`config.mk`:
```
export PLATFORM = sky130hd
export DESIGN_NAME = inst_encoder_flat
export DESIGN_NICKNAME = d
export VERILOG_FILES = /design/src/rtl/inst_encoder_if.sv /design/src/rtl/inst_encoder.sv /design/src/flat_wrapper.sv
export SDC_FILE = /design/constraint.sdc
export NUM_CORES = 1
export LEC_CHECK = 0
export ABC_CLOCK_PERIOD_IN_PS = 4300
export CORE_AREA = 5 5 63 65
export DETAILED_ROUTE_END_ITERATION = 8
export DIE_AREA = 0 0 68 70
export DONT_BUFFER_PORTS = 1
export GPL_ROUTABILITY_DRIVEN = 0
export PLACE_DENSITY_LB_ADDON = 0.05
export SLEW_MARGIN = 20
export SYNTH_ARGS = -nofsm -noshare
export SYNTH_HDL_FRONTEND = slang
export SYNTH_SLANG_ARGS = --single-unit
```
`constraint.sdc`:
```
create_clock -name clk -period 4.3 [get_ports clk]
set_input_delay 0.43 -clock clk [delete_from_list [all_inputs] [get_ports clk]]
set_output_delay 0.43 -clock clk [all_outputs]
set_load 0.01 [all_outputs]
```
`src/rtl/inst_encoder_if.sv`:
```
// Request/response bundle for inst_encoder: decoded instruction fields in,
// encoded RV32 words out, each side with a valid/ready handshake.
interface inst_encoder_if;
    logic        req_valid;
    logic        req_ready;
    logic [2:0]  req_fmt;
    logic [6:0]  req_opcode;
    logic [2:0]  req_funct3;
    logic [6:0]  req_funct7;
    logic [4:0]  req_rd;
    logic [4:0]  req_rs1;
    logic [4:0]  req_rs2;
    logic [31:0] req_imm;
    logic        resp_valid;
    logic        resp_ready;
    logic [31:0] resp_inst;
    logic        resp_err;
    logic        resp_last;

    modport master (
        output req_valid, req_fmt, req_opcode, req_funct3, req_funct7,
               req_rd, req_rs1, req_rs2, req_imm, resp_ready,
        input  req_ready, resp_valid, resp_inst, resp_err, resp_last
    );

    modport slave (
        input  req_valid, req_fmt, req_opcode, req_funct3, req_funct7,
               req_rd, req_rs1, req_rs2, req_imm, resp_ready,
        output req_ready, resp_valid, resp_inst, resp_err, resp_last
    );
endinterface

```
`src/rtl/inst_encoder.sv`:
```
// RV32 instruction encoder: packs fields and immediates into 32-bit words.
// Define INST_ENCODER_LI_EXPAND_EN to expand the LI pseudo into LUI/ADDI.
module inst_encoder (
    input  logic          clk,
    input  logic          reset,
    inst_encoder_if.slave bus
);
    typedef enum logic [1:0] {
        ST_IDLE      = 2'd0,
        ST_OUT_FIRST = 2'd1,
        ST_OUT_LAST  = 2'd2
    } state_t;

    typedef struct packed {
        logic        err;
        logic        two;
        logic [31:0] first;
        logic [31:0] second;
    } enc_t;

    function automatic enc_t encode(
        input logic [2:0]  fmt,
        input logic [6:0]  op,
        input logic [2:0]  f3,
        input logic [6:0]  f7,
        input logic [4:0]  rd,
        input logic [4:0]  rs1,
        input logic [4:0]  rs2,
        input logic [31:0] imm
    );
        enc_t e;
`ifdef INST_ENCODER_LI_EXPAND_EN
        logic [31:0] sum;
`endif
        e = '0;
        case (fmt)
            3'd0: e.first = {f7, rs2, rs1, f3, rd, op};
            3'd1: begin
                e.first = {imm[11:0], rs1, f3, rd, op};
                e.err   = (imm[31:11] != {21{imm[11]}});
            end
            3'd2: begin
                e.first = {imm[11:5], rs2, rs1, f3, imm[4:0], op};
                e.err   = (imm[31:11] != {21{imm[11]}});
            end
            3'd3: begin
                e.first = {imm[12], imm[10:5], rs2, rs1, f3, imm[4:1], imm[11], op};
                e.err   = (imm[31:12] != {20{imm[12]}}) || imm[0];
            end
            3'd4: begin
                e.first = {imm[31:12], rd, op};
                e.err   = (imm[11:0] != 12'd0);
            end
            3'd5: begin
                e.first = {imm[20], imm[10:1], imm[11], imm[19:12], rd, op};
                e.err   = (imm[31:20] != {12{imm[20]}}) || imm[0];
            end
            3'd6: begin
                e.first = {imm[31:20], imm[4:0], f3, rd, op};
                e.err   = (imm[19:5] != 15'd0);
            end
            3'd7: begin
`ifdef INST_ENCODER_LI_EXPAND_EN
                // Rounding by 0x800 compensates for ADDI sign-extending lo.
                sum = imm + 32'h0000_0800;
                if (imm[31:11] == {21{imm[11]}}) begin
                    e.first = {imm[11:0], 5'd0, 3'd0, rd, 7'h13};
                end else begin
                    e.first  = {sum[31:12], rd, 7'h37};
                    e.second = {imm[11:0], rd, 3'd0, rd, 7'h13};
                    e.two    = (imm[11:0] != 12'd0);
                end
`else
                e.first = 32'd0;
                e.err   = 1'b1;
`endif
            end
            default: begin
                e.first = 32'd0;
                e.err   = 1'b1;
            end
        endcase
        return e;
    endfunction

    state_t      state_r, state_nxt_s;
    logic        valid_r, valid_nxt_s;
    logic [31:0] inst_r, inst_nxt_s;
    logic        err_r, err_nxt_s;
    logic        last_r, last_nxt_s;
    logic [31:0] pend_r, pend_nxt_s;
    logic        ready_s;
    logic        load_s;
    enc_t        enc_s;

    // Request acceptance depends on the output slot being free or draining.
    always_comb begin
        ready_s = 1'b0;
        case (state_r)
            ST_IDLE:      ready_s = 1'b1;
            ST_OUT_LAST:  ready_s = bus.resp_ready;
            ST_OUT_FIRST: ready_s = 1'b0;
            default:      ready_s = 1'b0;
        endcase
    end

    // Next-state and next-output computation.
    always_comb begin
        state_nxt_s = state_r;
        valid_nxt_s = valid_r;
        inst_nxt_s  = inst_r;
        err_nxt_s   = err_r;
        last_nxt_s  = last_r;
        pend_nxt_s  = pend_r;
        load_s      = bus.req_valid && ready_s;
        enc_s = encode(bus.req_fmt, bus.req_opcode, bus.req_funct3, bus.req_funct7,
                       bus.req_rd, bus.req_rs1, bus.req_rs2, bus.req_imm);
        case (state_r)
            ST_IDLE: begin
                state_nxt_s = ST_IDLE;
            end
            ST_OUT_FIRST: begin
                if (bus.resp_ready) begin
                    state_nxt_s = ST_OUT_LAST;
                    inst_nxt_s  = pend_r;
                    err_nxt_s   = 1'b0;
                    last_nxt_s  = 1'b1;
                end else begin
                    state_nxt_s = ST_OUT_FIRST;
                end
            end
            ST_OUT_LAST: begin
                if (bus.resp_ready) begin
                    state_nxt_s = ST_IDLE;
                    valid_nxt_s = 1'b0;
                end else begin
                    state_nxt_s = ST_OUT_LAST;
                end
            end
            default: begin
                state_nxt_s = ST_IDLE;
                valid_nxt_s = 1'b0;
            end
        endcase
        if (load_s) begin
            state_nxt_s = enc_s.two ? ST_OUT_FIRST : ST_OUT_LAST;
            valid_nxt_s = 1'b1;
            inst_nxt_s  = enc_s.first;
            err_nxt_s   = enc_s.err;
            last_nxt_s  = ~enc_s.two;
            pend_nxt_s  = enc_s.second;
        end else begin
            pend_nxt_s = pend_nxt_s;
        end
    end

    // State and output registers; reset drops any pending second word.
    always_ff @(posedge clk) begin
        if (reset) begin
            state_r <= ST_IDLE;
            valid_r <= 1'b0;
            inst_r  <= 32'd0;
            err_r   <= 1'b0;
            last_r  <= 1'b0;
            pend_r  <= 32'd0;
        end else begin
            state_r <= state_nxt_s;
            valid_r <= valid_nxt_s;
            inst_r  <= inst_nxt_s;
            err_r   <= err_nxt_s;
            last_r  <= last_nxt_s;
            pend_r  <= pend_nxt_s;
        end
    end

    assign bus.req_ready  = ready_s;
    assign bus.resp_valid = valid_r;
    assign bus.resp_inst  = inst_r;
    assign bus.resp_err   = err_r;
    assign bus.resp_last  = last_r;
endmodule
```
`src/flat_wrapper.sv`:
```
// flat-port wrapper written by rule: the top's interface ports become plain ports
module inst_encoder_flat 
  (clk, reset, bus_req_valid, bus_req_fmt, bus_req_opcode, bus_req_funct3, bus_req_funct7, bus_req_rd, bus_req_rs1, bus_req_rs2, bus_req_imm, bus_resp_ready, bus_req_ready, bus_resp_valid, bus_resp_inst, bus_resp_err, bus_resp_last);
  inst_encoder_if bus_i ();
  input  logic clk;
  input  logic reset;
  input wire logic [$bits(bus_i.req_valid)-1:0] bus_req_valid;
  input wire logic [$bits(bus_i.req_fmt)-1:0] bus_req_fmt;
  input wire logic [$bits(bus_i.req_opcode)-1:0] bus_req_opcode;
  input wire logic [$bits(bus_i.req_funct3)-1:0] bus_req_funct3;
  input wire logic [$bits(bus_i.req_funct7)-1:0] bus_req_funct7;
  input wire logic [$bits(bus_i.req_rd)-1:0] bus_req_rd;
  input wire logic [$bits(bus_i.req_rs1)-1:0] bus_req_rs1;
  input wire logic [$bits(bus_i.req_rs2)-1:0] bus_req_rs2;
  input wire logic [$bits(bus_i.req_imm)-1:0] bus_req_imm;
  input wire logic [$bits(bus_i.resp_ready)-1:0] bus_resp_ready;
  output wire logic [$bits(bus_i.req_ready)-1:0] bus_req_ready;
  output wire logic [$bits(bus_i.resp_valid)-1:0] bus_resp_valid;
  output wire logic [$bits(bus_i.resp_inst)-1:0] bus_resp_inst;
  output wire logic [$bits(bus_i.resp_err)-1:0] bus_resp_err;
  output wire logic [$bits(bus_i.resp_last)-1:0] bus_resp_last;
  assign bus_i.req_valid = bus_req_valid;
  assign bus_i.req_fmt = bus_req_fmt;
  assign bus_i.req_opcode = bus_req_opcode;
  assign bus_i.req_funct3 = bus_req_funct3;
  assign bus_i.req_funct7 = bus_req_funct7;
  assign bus_i.req_rd = bus_req_rd;
  assign bus_i.req_rs1 = bus_req_rs1;
  assign bus_i.req_rs2 = bus_req_rs2;
  assign bus_i.req_imm = bus_req_imm;
  assign bus_i.resp_ready = bus_resp_ready;
  assign bus_req_ready = bus_i.req_ready;
  assign bus_resp_valid = bus_i.resp_valid;
  assign bus_resp_inst = bus_i.resp_inst;
  assign bus_resp_err = bus_i.resp_err;
  assign bus_resp_last = bus_i.resp_last;
  inst_encoder u_core (.clk(clk), .reset(reset), .bus(bus_i));
endmodule
```
======== Word-level counts from Yosys, hierarchy flattened ========
Cells that the tools add are included.
operators by class
  eq/ne operators ......................... 14
  mux-type cells .......................... 18
  reduce and logical (&&, ||, !) cells .... 14
operator list
  operator                                                               count
  32-bit case mux with 8 select lines                                    1
  32-bit 2-to-1 mux                                                      3
  20-bit != test                                                         1
  19-bit != test                                                         1
  15-bit nonzero test                                                    1
  3-bit equality test, second input constant                             4
  12-bit nonzero test                                                    1
  11-bit != test                                                         1
  1-bit 2-to-1 mux                                                       7
  3-bit by 2-bit equality test with 1-bit output, second input constant  2
  2-bit 2-to-1 mux                                                       3
  1-bit case mux with 6 select lines                                     1
  2-bit OR reduction                                                     3
  1-bit case mux with 2 select lines                                     2
  2-bit case mux with 2 select lines                                     1
  2-bit AND reduction                                                    2
  2-bit nonzero test                                                     2
  3-bit by 1-bit equality test with 1-bit output, second input constant  1
  3-bit zero test                                                        1
  3-bit by 2-bit != test with 1-bit output, second input constant        1
  2-bit by 1-bit equality test with 1-bit output, second input constant  1
  2-bit equality test, second input constant                             1
  2-bit zero test                                                        1
  1-bit logical OR                                                       2
  other kinds (2)                                                        2
word-level totals
  register bits after elaboration ......... 37
  bits of input ports ..................... 71
  output and inout bits ................... 36
  word-level logic and storage cells ...... 52

======== Depth between registers and ports, before layout ========
  depth after elaboration ................. 5
  depth in mapped cells ................... 9
  mapped depth without buffers ............ 7

======== Worst setup path after synthesis ========
No wires, ideal clock.
  path type ............................... input port to flip-flop
  start point ............................. in bus_req_fmt[0]
  end point ............................... reg u_core.err_r, in the netlist u_core.bus.resp_err
  setup time .............................. 0.132 ns
  arrival time ............................ 1.643 ns
  data required time ...................... 4.168 ns
  setup slack ............................. 2.525 ns
  stages .................................. 6
  buffers on the path ..................... 1
  cells stage by stage .................... buf_2 or4_1 o41ai_2 a41oi_1 a22oi_1 o32ai_1
between the ends
  cells in the longest elaborated chain, start to end .. 4
  elaborated cells between the ends (all ways) .. 10
  those cells by class .................... 7 x eq/ne; 2 x mux; 1 x reduce/logical
RTL lines
  element                                                                                                                  RTL line             RTL
  start: declaration                                                                                                       flat_wrapper.sv:8    input wire logic [$bits(bus_i.req_fmt)-1:0] bus_req_fmt;
  3-bit by 1-bit equality test with 1-bit output / 3-bit by 2-bit equality test with 1-bit output (equally long branches)  inst_encoder.sv:36   case (fmt)
  2-bit OR reduction (no source line)                                                                                      n/a
  1-bit case mux with 6 select lines *                                                                                     inst_encoder.sv:36
  1-bit 2-to-1 mux *                                                                                                       inst_encoder.sv:145  if (load_s) begin
  end signal: assignment                                                                                                   inst_encoder.sv:170  err_r <= err_nxt_s;
  end: declaration                                                                                                         inst_encoder.sv:89   logic err_r, err_nxt_s;
Mark *: on every way between the ends. The rest lies on a longest branch, timed or not.
A chain may end at the register's enable or synchronous reset.

======== Worst setup path after layout ========
  start point ............................. reg u_core.state_r[0]
  end point ............................... reg u_core.err_r, in the netlist u_core.bus.resp_err
between the ends
  cells in the longest elaborated chain, start to end .. 5
  elaborated cells between the ends (all ways) .. 9
  those cells by class .................... 2 x eq/ne; 2 x mux; 5 x reduce/logical
RTL lines
  element                                                        RTL line             RTL
  start: declaration                                             inst_encoder.sv:86   state_t state_r, state_nxt_s;
  start signal: assignment                                       inst_encoder.sv:167  state_r <= state_nxt_s;
  2-bit equality test / 2-bit zero test (equally long branches)  inst_encoder.sv:99   case (state_r)
  1-bit case mux with 2 select lines *                           inst_encoder.sv:99
  net bus_req_ready                                              flat_wrapper.sv:17   output wire logic [$bits(bus_i.req_ready)-1:0] bus_req_ready;
  1-bit logical AND *                                            inst_encoder.sv:115  load_s = bus.req_valid && ready_s;
  2-bit nonzero test (no source line)                            n/a
  2-bit AND reduction (no source line)                           n/a
The timed path passes the listed nets; every way through them passes the cells marked *.

==> qor.json <==
{
  "layout": {
    "syn2layout_area_growth_pct": 2.10,
    "diodes": 0,
    "num-fill-cells": 313,
    "final_core_density_pct": 66.6,
    "final_layout_size_suffix_gt1_share_pct": 8.03,
    "final_common_cell": "nor2_1",
    "layout_common_cells": "nor2_1 (39), dfxtp_1 (37), a22oi_1 (18), nand2_1 (17), o21ai_0 (14)",
    "nNetsFinal": 323
  },
  "synth": {
    "dominant_combinational_cell_family_by_area_after_synthesis": "compound AO/OA/AOI/OAI gates",
    "sequential_cell_area_fraction_in_the_yosys_report_pct": 34.6,
    "top_flip_flop_cell_by_instance_count_after_synthesis": "dfxtp_1",
    "postSynth.asyncResetShare_pct": 0,
    "synthMuxAreaShare_pct": 5.43,
    "post_syn_area_per_cell_sq_um": 8.30,
    "postSynthRegisterBits": 37,
    "number_of_warnings_issued_by_yosys": 0,
    "synth-compound-area-share_pct": 31.2,
    "synth_fa_ha_area_share_pct": 2.34,
    "synth_enable_flop_cells": 0,
    "syn-cell-area_sq_um": 2140,
    "post_synth_inst_count": 258,
    "synth_simple_gate_area_share_pct": 20.4,
    "syn_nets": 333,
    "synth_xor_area_share_pct": 0,
    "ys_types": 47
  },
  "die": {
    "die_h_um": 70,
    "core_footprint_sq_um": 3280,
    "initial_core_util_pct": 65.2,
    "std_cell_rows": 21,
    "floorplan.die.width_um": 68,
    "ioPinCount": 107,
    "dieArea_sq_um": 4760
  },
  "detailed_routing": {
    "drt-pass1-iter-count": 5,
    "routed_wirelength_um": 6220,
    "vias": 1996,
    "drt_iter0_drc": 196,
    "ant_nets": 0,
    "drc_viols": 0,
    "wire_per_inst_um": 21.1,
    "routed_vias_inst": 6.77
  },
  "timing": {
    "final.hold.worst_slack_ns": 0.130,
    "setup_violators_final": 0,
    "final.period_utilization_pct": 59.3,
    "max_slew.worst_pin.slew_ns": 0.924,
    "timing.fmax_mhz": 392,
    "finalClockSkew_ns": 0.00529,
    "timing.final.ws_setup_ns": 1.75,
    "final_count_of_pins_violating_max_slew": 0,
    "unrepaired_setup_endpoints_after_global_routing": "no",
    "slew_headroom_pct": 38.2,
    "final_hold_viol_count": 0,
    "total_negative_slack_for_setup_checks_ns": 0,
    "finalCriticalPeriod_ns": 2.55
  },
  "cts": {
    "worst_skew_pair.late_latency_ns": 0.35,
    "ctsHoldBuffers": 0,
    "clock_buffers_created_by_tritoncts": 5,
    "cts_post_setup_buffers_inserted": 0,
    "clkSlewWorstSetupHoldPaths_ns": 0.12,
    "clock-sinks": 37,
    "cts_buffer_depth": 2,
    "cts_tree": "built",
    "cts_repair_resize_count": 0,
    "ctsHtreeMaxLevel": 2,
    "clockRootBuffer": "clkbuf_4"
  },
  "power": {
    "static-leakage-power_nw": 0.804,
    "switchingPower_uw": 203,
    "pwr_density_cell_nw_per_um2": 322,
    "p_int_uw": 500,
    "pwr-share-comb_pct": 16.3,
    "clock_power_share_pct": 28.1,
    "max-vdd-ir-drop_mv": 0.172,
    "p_seq_share_pct": 55.6,
    "switching_share_pct": 28.9
  },
  "flow_run": {
    "max-cap-violations": 0
  },
  "global_routing": {
    "grt.total_usage_pct": 26.6,
    "globalRouteMet3Util_pct": 15.7,
    "grt_pass1_vias": 2021,
    "gr-usage-met1_pct": 31.5,
    "grt-busiest-layer": "met2",
    "grt_first_pass_wirelength_um": 9870,
    "global_route.overflow_total": 0,
    "global_route.usage.met2_pct": 39.9,
    "grt_antenna_before_repair": 0,
    "grt_max_degree": 39
  },
  "placed_design": {
    "port_buffers": 0,
    "detailedPlacementHpwl_um": 4710,
    "pre_cts_ws_ns": 1.79
  },
  "worst_setup_path": {
    "worst_ep_required_time_ns": 4.57,
    "cp_data_arrival_time_ns": 2.82,
    "r2r.worst_path.cells": 8,
    "worst_setup_sp_type": "register",
    "critical_path.endpoint_type": "register",
    "worstSetupPathType": "reg -> reg",
    "critical_path.max_fanout": 36
  },
  "outcome": {
    "status": "finished, final reports clean"
  },
  "hold_path": {
    "timing.hold.worst_path_depth": 1,
    "worst_hold_path_class": "in -> reg"
  }
}
[per-stage QoR]
stage	instance area [sq um]	std cells	power, mW
global placement	2120	287	0.507
floorplan	2140	258	0.504
finish	2190	295	0.703
detailed placement	2120	287	0.513
global route	2190	295	0.742
CTS	2190	295	0.706
[layer usage]
layer / wire [um] / share of wire (%)
met4: 78 / 1.3
met1: 2280 / 37
met2: 2830 / 46
met3: 1030 / 17
met5: 0 / 0
[final timing paths]
path                                     start                                     to  slack, ns
max               u_core.state_r[0]$_SDFF_PP0_       u_core.bus.resp_err$_SDFFE_PP0P_       1.75
min                                      reset  u_core.bus.resp_inst[12]$_SDFFE_PP0P_       0.13
max reg2reg       u_core.state_r[0]$_SDFF_PP0_       u_core.bus.resp_err$_SDFFE_PP0P_       1.75
min reg2reg  u_core.bus.resp_last$_SDFFE_PP0P_      u_core.bus.resp_last$_SDFFE_PP0P_       0.49
[power by group through the flow]
| stage | logic [mW] | clock network [mW] | registers, mW |
|---|---|---|---|
| final | 0.115 | 0.198 | 0.391 |
| after CTS | 0.114 | 0.201 | 0.391 |
| after floorplan | 0.110 | 0 | 0.394 |
| after global routing | 0.128 | 0.219 | 0.394 |
| after global placement | 0.109 | 0 | 0.399 |
| after detailed placement | 0.114 | 0 | 0.399 |
[flip-flops by register name, indices dropped and copies added, names as in the netlist]
name and count:
u_core.bus.resp_last 1, u_core.bus.resp_inst 32, u_core.bus.resp_valid 1, u_core.state_r 2, u_core.bus.resp_err 1
[layout make-up]
class | instances | area [sq um] | share of cell area [%]
clock buffer | 6 | 51.3 | 2.35
clock inverter | 2 | 13.8 | 0.629
inverter | 12 | 45.0 | 2.06
multi-input combinational | 191 | 1270 | 58.1
timing repair buffer | 1 | 7.51 | 0.343
sequential | 37 | 741 | 33.9
tap | 46 | 57.6 | 2.63
[cell families after synthesis]
family          Yosys count
buf+inv                  30
compound gates           88
fa+ha+maj                 4
mux                      10
flops                    37
simple gates             89
[cell usage after synthesis, types with 2 or more instances]
library cell | n | area share, %
nor2b_1 | 5 | 1.5
nand4_1 | 5 | 1.5
nor2_1 | 39 | 6.8
a211oi_1 | 6 | 2.1
or4_1 | 6 | 2.1
a21oi_1 | 9 | 2.1
nor3_1 | 4 | 0.93
mux2_2 | 3 | 1.6
nor4_2 | 2 | 1.2
clkbuf_1 | 9 | 1.6
a22oi_1 | 18 | 6.3
buf_4 | 3 | 1.1
a22o_1 | 12 | 4.9
mux2i_1 | 6 | 2.8
a31oi_1 | 2 | 0.58
a222oi_1 | 4 | 1.9
nor4_1 | 2 | 0.58
dfxtp_1 | 37 | 35
nand2b_1 | 3 | 0.88
inv_1 | 11 | 1.9
a2bb2oi_1 | 6 | 2.5
nand2_1 | 17 | 3.0
buf_2 | 5 | 1.2
ha_1 | 4 | 2.3
a32oi_1 | 5 | 2.0
o21ai_0 | 14 | 3.3
[worst max-delay path, stage by stage (launching register included)]
cell and delay, ns:
dfxtp_1 0.36, inv_1 0.06, ha_1 0.23, a21o_1 0.23, and2_1 0.17, buf_4 0.22
a21oi_4 0.73, a221oi_1 0.21, o32ai_1 0.24
No activity file was read; power rests on OpenSTA's default activity.
